## config.mk

```make
export PLATFORM = sky130hd
export DESIGN_NAME = tdc_meas_ctrl
export DESIGN_NICKNAME = d
export VERILOG_FILES = /design/src/rtl/tdc_meas_ctrl_pkg.sv /design/src/rtl/tdc_meas_ctrl_popcount.sv /design/src/rtl/tdc_meas_ctrl.sv
export SDC_FILE = /design/constraint.sdc
export NUM_CORES = 1
export LEC_CHECK = 0
export BUFFER_PORTS_ARGS = -buffer_cell sky130_fd_sc_hd__buf_4
export CAP_MARGIN = 20
export CORE_ASPECT_RATIO = 1.4
export CORE_MARGIN = 3
export CORE_UTILIZATION = 45
export DETAILED_ROUTE_END_ITERATION = 10
export HOLD_SLACK_MARGIN = 0.08
export PLACE_DENSITY = 0.72
export SETUP_SLACK_MARGIN = 0.5
export SYNTH_ARGS = -nofsm -noshare
export SYNTH_HDL_FRONTEND = slang
export SYNTH_SLANG_ARGS = --single-unit
```

## constraint.sdc

```tcl
create_clock -name clk -period 1.7 [get_ports clk]
set_input_delay 0 -clock clk [delete_from_list [all_inputs] [get_ports clk]]
set_output_delay 0 -clock clk [all_outputs]
set_load 0.03 [all_outputs]
```

## src/rtl/tdc_meas_ctrl_pkg.sv

```systemverilog
// tdc_meas_ctrl_pkg: sequencer state encoding and fine-code width helper shared by the TDC controller.
package tdc_meas_ctrl_pkg;

    typedef enum logic [2:0] {IDLE, WAIT_START, WAIT_STOP, DECODE, DONE} stateT;

    function automatic int fineWidth(input int num);
        return $clog2(num + 1);
    endfunction

endpackage

```

## src/rtl/tdc_meas_ctrl_popcount.sv

```systemverilog
// tdc_meas_ctrl_popcount: combinational ones count of a thermometer column.
// Counts every set tap, so bubbles in the code still give a sensible value in 0..NUM.
module tdc_meas_ctrl_popcount
    import tdc_meas_ctrl_pkg::*;
#(
    parameter int NUM = 12,
    localparam int FW = fineWidth(NUM)
) (
    input  logic [NUM-1:0] iTherm,
    output logic [FW-1:0]  oCount
);

    always_comb begin
        oCount = '0;
        for (int i = 0; i < NUM; i++) oCount = oCount + FW'(iTherm[i]);
    end

endmodule

```

## src/rtl/tdc_meas_ctrl.sv

```systemverilog
// tdc_meas_ctrl: arms the fine TDC, gates Start/Stop column enables on hit edges, counts coarse periods
// and hands out the decoded result over valid/ready. Optional stop timeout via TDC_TIMEOUT_EN.
module tdc_meas_ctrl
    import tdc_meas_ctrl_pkg::*;
#(
    parameter int NUM = 12,
    parameter int CW = 16,
`ifdef TDC_TIMEOUT_EN
    parameter int MAX_COARSE = 2**CW - 1,
`endif
    localparam int FW = fineWidth(NUM)
) (
    input  logic           clk,
    input  logic           iRst,
    input  logic           iArm,
    input  logic [NUM-1:0] iFirstFF,
    input  logic [NUM-1:0] iFFStart,
    input  logic [NUM-1:0] iFFStop,
    output logic           oStartEnable,
    output logic           oStopEnable,
    output logic           oBusy,
    output logic           oValid,
    input  logic           iReady,
    output logic [CW-1:0]  oCoarse,
    output logic [FW-1:0]  oFineStart,
    output logic [FW-1:0]  oFineStop,
    output logic           oTimeout
);

    stateT         state;
    logic          prevTap;
    logic          hit;
    logic          tmo;
    logic [CW-1:0] cnt;
    logic [FW-1:0] popStart;
    logic [FW-1:0] popStop;
    logic          unusedTaps;

    // Only tap 0 of the first column carries the hit edge
    assign unusedTaps = ^iFirstFF[NUM-1:1];
    assign hit = iFirstFF[0] & ~prevTap;

    tdc_meas_ctrl_popcount #(.NUM(NUM)) uPopStart (.iTherm(iFFStart), .oCount(popStart));
    tdc_meas_ctrl_popcount #(.NUM(NUM)) uPopStop  (.iTherm(iFFStop),  .oCount(popStop));

`ifdef TDC_TIMEOUT_EN
    assign tmo = (cnt == CW'(MAX_COARSE));
    always_ff @(posedge clk or posedge iRst) begin
        if (iRst) oTimeout <= 1'b0;
        else if (state == WAIT_STOP && !hit && tmo) oTimeout <= 1'b1;
        else if (state == DONE && iReady) oTimeout <= 1'b0;
    end
`else
    assign tmo = 1'b0;
    assign oTimeout = 1'b0;
`endif

    always_ff @(posedge clk or posedge iRst) begin
        if (iRst) begin
            state        <= IDLE;
            prevTap      <= 1'b0;
            cnt          <= '0;
            oStartEnable <= 1'b0;
            oStopEnable  <= 1'b0;
            oBusy        <= 1'b0;
            oValid       <= 1'b0;
            oCoarse      <= '0;
            oFineStart   <= '0;
            oFineStop    <= '0;
        end else begin
            prevTap <= iFirstFF[0];
            case (state)
                IDLE: if (iArm) begin
                    state        <= WAIT_START;
                    oStartEnable <= 1'b1;
                    oBusy        <= 1'b1;
                end
                WAIT_START: if (hit) begin
                    state        <= WAIT_STOP;
                    oStartEnable <= 1'b0;
                    oStopEnable  <= 1'b1;
                    cnt          <= CW'(1);
                end
                WAIT_STOP: begin
                    if (hit) begin
                        state       <= DECODE;
                        oStopEnable <= 1'b0;
                    end else if (tmo) begin
                        state       <= DONE;
                        oStopEnable <= 1'b0;
                        oValid      <= 1'b1;
                        oCoarse     <= cnt;
                        oFineStart  <= popStart;
                        oFineStop   <= '0;
                    end else if (cnt != '1) begin
                        cnt <= cnt + CW'(1);
                    end
                end
                DECODE: begin
                    state      <= DONE;
                    oValid     <= 1'b1;
                    oCoarse    <= cnt;
                    oFineStart <= popStart;
                    oFineStop  <= popStop;
                end
                DONE: if (iReady) begin
                    state  <= IDLE;
                    oValid <= 1'b0;
                    oBusy  <= 1'b0;
                end
                default: state <= IDLE;
            endcase
        end
    end

endmodule

```

==> impl_metrics.toml, run 1 <==
[timing]
layout_setup_ws_ns = -1.129
period_minus_slack_ns = 2.829
fin_crit_sh_pct = 166.4
setup_viol = 10
rsz0062_at_grt = "yes"
finalSetupTns_ns = -6.955
fmax_ghz = 0.3534
hold_ws_ns = 0.1150
finalMaxSlewViolations = 0
hold_viol = 0
skew_ns = 0.006056

[cts]
cts_buffers = 5
path_clk_slew_ns = 0.09
root_buffer = "clkbuf_8"
clk_path_buf_depth = 2
h-tree-depth = 2
cts_tree = "done"
clk_latency_ns = 0.31
cts.sinks = 48

[drt]
routed_wl_um = 8144
viasPerCell = 5.558
vias = 2529
drc = 0
dr.first_iter.drc_count = 186
avgRoutedWirePerCell_um = 17.90
drtPass1Iterations = 4
postRouteAntennaNets = 0

[floorplanning]
die_x_um = 71.95
initial_core_util_pct = 46.73
die_area_sq_um = 7075
fp.coreArea_sq_um = 5863
io_pins = 69
rows = 33
fp.dieH_um = 98.33

[global_route]
antenna_found_initial = 0
grt_pass1_vias = 2737
grt_overflow = 0
grt_pass1_wl_um = 13100
grt_max_degree = 28
grt_usage_pct = 23.96

[placement]
routabilityCongestion = 0.8408
io_buffers = 56
placed_area_sq_um = 3583
post-place-ws_ns = -1.467
hpwl_um = 4871

[yosys]
synth_edf_count = 0
synth_flop_cell = "dfrtp_1"
synth_fp_nets = 329
syn_inst = 266
avgSynthCellArea_sq_um = 10.30
synth_cell_types = 40
ys_ff_latch = 48
synth_warnings = 0
ys_seq_area_share_pct = 43.84
netlist_area_sq_um = 2740
synthArstFlopShare_pct = 100.0

[finish]
syn_to_final_growth_pct = 59.73
antenna_cells = 0
design_area_sq_um = 4377
nNetsFinal = 447
drive_gt1_share_pct = 50.91
mostFrequentLayoutCells = "86 x buf_4, 46 x dfrtp_1, 35 x inv_1, 22 x buf_6"
final_common_cell = "buf_4"
nFillCells = 357

[power_and_ir_drop]
peakVddDrop_mv = 0.8085
power_density_nw_per_um2 = 1375
leakage_nw = 2.145

[worst_setup_path]
worstPathMaxFanout = 2
crit_type = "primary input to flip-flop"
critPathLaunchType = "primary input"
arrival_ns = 3.03
reg2regPathDepth = 8
critPathCaptureType = "flip-flop"
worstPathRequired_ns = 1.90

[flow_run]
maxCapViolCount = 0

[outcome]
outcome = "finished with violations"
violations = "negative setup slack"

[min_path]
holdCritPathClass = "primary input to flip-flop"
min_path_cells = 4
[cell families (layout without fill, tap and decap cells)]
group                    Yosys count  in the layout  share of synthesized area, %
flip-flops                        48             48                         43.84
multiplexers                      16             16                         6.484
XOR/XNOR                           5              5                         1.598
AO/OA/AOI/OAI                     54             55                         12.05
buffers and inverters             52            169                         7.762
adder cells (fa/ha/maj)           23             23                         14.34
AND/OR/NAND/NOR                   67             68                         13.79
other                              1              1                        0.1369
[synthesized netlist by cell type (3+ instances only)]
cell type	count	area share, %
mux2_2	12	4.9
nand4_1	6	1.4
o211ai_1	6	1.6
buf_2	8	1.5
o21ai_0	10	1.8
o21ai_1	9	1.6
nand2_1	22	3.0
a31oi_1	10	2.3
nand3_1	8	1.5
nand3b_1	3	0.82
dfrtp_1	48	44
nor2_1	7	0.96
xnor2_1	3	0.96
or4_1	4	1.1
a21oi_1	9	1.6
fa_1	14	10
ha_1	9	4.1
inv_1	39	5.3
nand2b_1	4	0.91
nor4_1	5	1.1
clkbuf_1	3	0.41
[through the flow]
step	std cells	utilization, %	total power, mW
2_1_floorplan	266	-	3.380
3_3_place_gp	414	61.12	4.116
3_5_place_dp	414	61.12	4.209
4_1_cts	452	71.94	5.726
5_1_grt	455	74.65	6.358
6_report	455	74.65	6.016
[report_power, final]
group / leakage, nW / total [mW] / switching (mW) / internal (mW)
combinational: 1.46 / 3.42 / 1.74 / 1.68
clock: 0.0614 / 0.879 / 0.398 / 0.481
sequential: 0.619 / 1.72 / 0.263 / 1.46
total: 2.15 / 6.02 / 2.40 / 3.62
[area by class of cell]
type / count / area [sq um] / share of cell area, %
repair buffers: 122 / 1134 / 25.90
clock buffers: 6 / 82.58 / 1.887
inverters: 39 / 146.4 / 3.345
multi-input cells: 168 / 1684 / 38.48
well taps: 70 / 87.58 / 2.001
clock inverters: 2 / 38.79 / 0.8862
flip-flops and latches: 48 / 1204 / 27.50
[critical path: stages]
cell and delay, ns:
buf_6 0.10, ha_4 0.25, inv_2 0.03, fa_1 0.47
inv_1 0.05, fa_1 0.51, inv_2 0.04, fa_1 0.48
inv_1 0.05, fa_2 0.35, fa_2 0.42, mux2_4 0.27
[layer usage]
layer	GRT usage [%]	share of wire, %
met5	0	0
met4	10.71	3.5
met3	2.781	4.4
met2	45.04	57
met1	26.11	35
[flip-flops by register name, indices dropped and copies added (netlist names)]
name	flops
oStartEnable	1
oValid	1
oCoarse	16
oStopEnable	1
oFineStop	4
prevTap	1
cnt	16
state	3
oFineStart	4
oBusy	1
[worst paths after layout]
path | start | end | slack [ns]
max in group asynchronous | iRst | state[0]$_DFFE_PP0P_ | 0.90
min | iFirstFF[0] | state[0]$_DFFE_PP0P_ | 0.12
min in group asynchronous | iRst | oCoarse[2]$_DFFE_PP0P_ | 0.27
min reg2reg | oFineStart[2]$_DFFE_PP0P_ | oFineStart[2]$_DFFE_PP0P_ | 0.51
max | iFFStop[0] | oFineStop[1]$_DFFE_PP0P_ | -1.13
max reg2reg | cnt[0]$_DFFE_PP0P_ | cnt[11]$_DFFE_PP0P_ | -0.06
[timing repair]
action,CTS,global route
hold endpoints to repair,27,0
pin swaps,29,14
cloned,5,1
buffers inserted,21,2
hold buffers,4,0
resized for setup,61,28
endpoints found under the setup margin,41,44
Note: power is estimated with default switching activity, not from simulation.
==> run 2: changes to the inputs <==
Settings changed: PLACE_DENSITY 0.72 to 0.69.
Clock period 1.7 ns to 3.1 ns, I/O delays scaled along.
==> impl_metrics.toml, run 2 (synthesis results as in run 1) <==
[worst_setup_path]
reg2regPathDepth = 4
critical-path-top-delay-family = "adder cells"
slowest_stage = "fa_1"
rr_startpoint = "state[1]$_DFFE_PP0P_"
setup.worst_path.start = "iFFStop[1]"
rr_endpoint = "cnt[8]$_DFFE_PP0P_"
crit_path_max_incr_delay_ns = 0.49
setup.worst_path.end = "oFineStop[1]$_DFFE_PP0P_"
worstPathMaxFanout = 2
crit_chain = "buf_6 > ha_4 > inv_2 > fa_1 > inv_2 > fa_1 > inv_1 > fa_1 > inv_1 > fa_2 > fa_2 > mux2_2"
critPathCaptureType = "flip-flop"
arrival_ns = 2.99
cp_common_cell = "fa_1"
crit_type = "primary input to flip-flop"
r2r_slack_ns = 0.83
critPathLaunchType = "primary input"
worst-path-stages = 12
crit_buf_inv = 5
worstPathRequired_ns = 3.28

[floorplanning]
die_area_sq_um = 7075
fp.coreArea_sq_um = 5863
rows = 33
initial_core_util_pct = 46.73
io_pins = 69
die_x_um = 71.95
fp.dieH_um = 98.33

[finish]
mostFrequentLayoutCells = "54 x buf_4, 48 x dfrtp_1, 35 x inv_1, 22 x nand2_1, 12 x mux2_2"
antenna_cells = 0
syn_to_final_growth_pct = 25.02
top_regs = "cnt (16), oCoarse (16)"
final_cells = 394
drive_gt1_share_pct = 29.32
final_common_cell = "buf_4"
nNetsFinal = 386

[power_and_ir_drop]
power_density_nw_per_um2 = 736.4
peakVddDrop_mv = 0.3745
p_sw_mw = 1.016
swShare_pct = 40.27
leakage_nw = 1.608
power_frac_seq_pct = 38.6
combPwrFrac_pct = 44.0
clkPwrFrac_pct = 17.4
internal_power_mw = 1.507

[cts]
root_buffer = "clkbuf_8"
clk_path_buf_depth = 2
cts.sinks = 48
h-tree-depth = 2
clk_latency_ns = 0.30
cts_tree = "done"
path_clk_slew_ns = 0.09
cts_buffers = 5

[global_route]
grt_pass1_vias = 2124
grt_max_degree = 49
grt_pass1_wl_um = 9480
grt_overflow = 0
antenna_found_initial = 0
grt_usage_pct = 16.62

[flow_run]
maxCapViolCount = 0

[timing]
finalMaxSlewViolations = 0
worstMarginPinSlew_ns = 0.9279
layout_setup_ws_ns = 0.2914
slew_headroom_pct = 37.73
finalSetupTns_ns = 0
rsz0062_at_grt = "yes"
hold_viol = 0
period_minus_slack_ns = 2.809
fin_crit_sh_pct = 90.60
skew_ns = 0.01183
setup_viol = 0
fmax_ghz = 0.3560

[placement]
hpwl_um = 4014
routabilityCongestion = 0.8506
io_buffers = 56
post-place-ws_ns = -0.05461
placed_cells = 381

[drt]
avgRoutedWirePerCell_um = 13.63
vias = 2106
drc = 0
drtPass1Iterations = 4
postRouteAntennaNets = 0
routed_wl_um = 5370
dr.first_iter.drc_count = 139
viasPerCell = 5.345

[outcome]
outcome = "finished clean"

[min_path]
holdCritPathClass = "primary input to asynchronous set/reset pin"
-- run 2: cell count changes in the layout (fill, tap and decap cells not counted), moves of 4 or more --
cell     previous run  this run
buf_6              22         4
mux2_4             13         0
buf_4              86        54
buf_8               4         0
nand2_1            13        22
nand2_2             7         1
mux2_2              1        12
o21ai_0             3         9
-- run 2: how the worst min path moves through the flow --
stage                      startpoint  slack (ns)                         to
after floorplan           iFirstFF[0]        0.03          prevTap$_DFF_PP0_
after global placement    iFirstFF[0]        0.13          prevTap$_DFF_PP0_
after detailed placement  iFirstFF[0]        0.13          prevTap$_DFF_PP0_
after CTS                 iFFStart[5]        0.11  oFineStart[0]$_DFFE_PP0P_
after global routing      iFFStart[5]        0.12  oFineStart[0]$_DFFE_PP0P_
final                            iRst        0.12    oStopEnable$_DFFE_PP0P_
-- run 2: power groups by stage --
stage	clock [mW]	sequential, mW	combinational (mW)
3_3_place_gp	0	0.986	1.07
6_report	0.439	0.975	1.11
5_1_grt	0.480	1.01	1.24
2_1_floorplan	0	1.11	0.633
4_1_cts	0.454	0.978	1.12
3_5_place_dp	0	0.990	1.11
-- run 2: area by class of cell --
type	count	area [sq um]
Fill cell	518	2437
Multi-Input combinational cell	166	1373
Sequential cell	48	1201
Timing Repair Buffer	63	510.5
Inverter	39	146.4
Tap cell	70	87.58
Clock buffer	6	72.57
Clock inverter	2	35.03
-- run 2: per-layer routing --
metal  vias up  wire (um)  global-route usage, %
met4         0         87                  6.512
met1      1029       2150                  20.19
met5         -          0                      0
li1       1019          -                      -
met2        49       2845                  27.90
met3         9        286                  4.222
-- run 2: worst register-to-register path, delay by kind of cell (launching register included) --
family,cells,cell delay (ns)
compound gates,2,0.96
flops,1,0.53
simple gates,2,0.62
-- run 2: metrics by stage --
step	total power, mW	area [sq um]	hold slack (ns)	utilization, %
after floorplan	1.745	2775	0.03143	-
after global placement	2.058	3232	0.1299	55.12
after detailed placement	2.097	3232	0.1280	55.12
after CTS	2.548	3395	0.1145	57.90
after global routing	2.729	3426	0.1224	58.43
final	2.523	3426	0.1180	58.43
-- run 2: repair_timing --
item / CTS / global route
endpoints found under the hold margin: 54 / 0
pin swaps: 4 / 2
buffers inserted: 0 / 0
gates resized for setup: 4 / 3
hold buffers: 4 / 0
setup endpoints to repair: 4 / 5
==> run 3: changes to the inputs <==
Settings changed: SETUP_SLACK_MARGIN 0.5 to 0.05.
==> impl_metrics.toml, run 3 (synthesis results as in run 1) <==
[outcome]
outcome = "finished clean"

[timing]
fmax_ghz = 0.3356
layout_setup_ws_ns = 0.1200
finalMaxSlewViolations = 0
fin_crit_sh_pct = 96.13
worstMarginPinSlew_ns = 0.9296
hold_viol = 0
slew_headroom_pct = 37.61
skew_ns = 0.008464
rsz0062_at_grt = "no"
setup_viol = 0
period_minus_slack_ns = 2.980

[drt]
wl_met3_um = 330
drtPass1Iterations = 4
postRouteAntennaNets = 0
wl_met2_um = 2781
viasPerCell = 5.379
avgRoutedWirePerCell_um = 13.21
drt-met1-wl_um = 2032
drc = 0
vias = 2130
dr.first_iter.drc_count = 136
routed_wl_um = 5230
highest_layer = "met4"

[placement]
routabilityCongestion = 0.8394
post-place-ws_ns = -0.1383
hpwl_um = 3916
io_buffers = 56

[global_route]
grt_pass1_vias = 2156
grt_usage_pct = 16.56
grt_overflow = 0
grt_max_degree = 49
grt_pass1_wl_um = 9466
antenna_found_initial = 0

[worst_setup_path]
setup.worst_path.start = "iFFStart[0]"
crit_chain = "buf_4 > ha_1 > inv_1 > fa_1 > fa_1 > fa_1 > inv_1 > fa_1 > dlygate4sd3_1 > mux2_1"
worst-path-stages = 10
crit_buf_inv = 4
setup.worst_path.end = "oFineStart[0]$_DFFE_PP0P_"
worstPathMaxFanout = 1
rr_startpoint = "state[1]$_DFFE_PP0P_"
r2r_slack_ns = 0.81
cp_common_cell = "fa_1"
critPathLaunchType = "primary input"
critPathCaptureType = "flip-flop"
crit_path_max_incr_delay_ns = 0.55
reg2regPathDepth = 4
crit_type = "primary input to flip-flop"
arrival_ns = 3.17
worstPathRequired_ns = 3.29
rr_endpoint = "cnt[2]$_DFFE_PP0P_"
slowest_stage = "dlygate4sd3_1"
critical-path-top-delay-family = "adder cells"

[floorplanning]
fp.dieH_um = 98.33
rows = 33
initial_core_util_pct = 46.73
io_pins = 69
die_area_sq_um = 7075
die_x_um = 71.95
fp.coreArea_sq_um = 5863

[power_and_ir_drop]
peakVddDrop_mv = 0.3219
leakage_nw = 1.621
power_density_nw_per_um2 = 748.2
p_total_mw = 2.546

[finish]
syn_to_final_growth_pct = 24.20
antenna_cells = 0
final_common_cell = "buf_4"
nNetsFinal = 388
mostFrequentLayoutCells = "58 x buf_4, 48 x dfrtp_1, 38 x inv_1, 22 x nand2_1, 14 x fa_1"
top_regs = "cnt (16), oCoarse (16)"
drive_gt1_share_pct = 26.07
nFillCells = 540

[cts]
clk_path_buf_depth = 2
h-tree-depth = 2
clk_latency_ns = 0.29
path_clk_slew_ns = 0.09
cts.sinks = 48
cts_tree = "done"
cts_buffers = 5
root_buffer = "clkbuf_8"

[min_path]
holdCritPathClass = "primary input to flip-flop"

[flow_run]
maxCapViolCount = 0
run 3: how the worst min path moves through the flow:
stage	start	slack, ns	end	cells after the start
3_5_place_dp	iFirstFF[0]	0.13	prevTap$_DFF_PP0_	1
5_1_grt	iFFStop[5]	0.12	oFineStop[0]$_DFFE_PP0P_	3
6_report	iFFStop[5]	0.10	oFineStop[0]$_DFFE_PP0P_	3
4_1_cts	iFFStop[5]	0.10	oFineStop[0]$_DFFE_PP0P_	3
3_3_place_gp	iFirstFF[0]	0.13	prevTap$_DFF_PP0_	1
2_1_floorplan	iFirstFF[0]	0.03	prevTap$_DFF_PP0_	0
run 3: repair_timing:
action | in CTS | in global routing
endpoints found under the setup margin | 0 | 1
buffers inserted | 0 | 0
hold buffers | 6 | 0
resized for setup | 0 | 0
endpoints found under the hold margin | 55 | 0
run 3: metrics by stage:
| step | util, % | cells | hold WS, ns | setup TNS (ns) | instance area, sq um |
|---|---|---|---|---|---|
| 6_report | 58.05 | 396 | 0.1013 | 0 | 3403 |
| 5_1_grt | 58.05 | 396 | 0.1165 | 0 | 3403 |
| 4_1_cts | 57.70 | 395 | 0.1020 | 0 | 3383 |
| 3_5_place_dp | 54.52 | 381 | 0.1324 | -0.3450 | 3197 |
| 3_3_place_gp | 54.52 | 381 | 0.1292 | -0.1346 | 3197 |
| 2_1_floorplan | - | 266 | 0.03143 | 0 | 2740 |
run 3: tightest hold or removal path, delay by kind of cell:
kind                       cells  cell delay [ns]
adders and majority gates      1             0.14
buffers and inverters          1             0.09
muxes                          1             0.14
run 3: layer usage:
layer,GRT usage [%],up-vias
met2,28.40,64
met3,4.119,7
met1,19.48,1037
li1,-,1022
met4,6.802,0
met5,0,-
run 3: where the power goes:
part	leakage, nW	internal [mW]	total, mW	switching [mW]
clock	0.0645	0.285	0.488	0.203
sequential	0.621	0.795	0.975	0.180
combinational	0.935	0.462	1.08	0.622
total	1.62	1.54	2.55	1.00
run 3: cell type report:
class | instances | area [sq um] | share of cell area (%)
Multi-Input combinational cell | 166 | 1326 | 38.97
Sequential cell | 48 | 1201 | 35.29
Timing Repair Buffer | 65 | 515.5 | 15.15
Inverter | 39 | 146.4 | 4.301
Clock buffer | 7 | 96.34 | 2.831
Tap cell | 70 | 87.58 | 2.574
Clock inverter | 1 | 30.03 | 0.8824
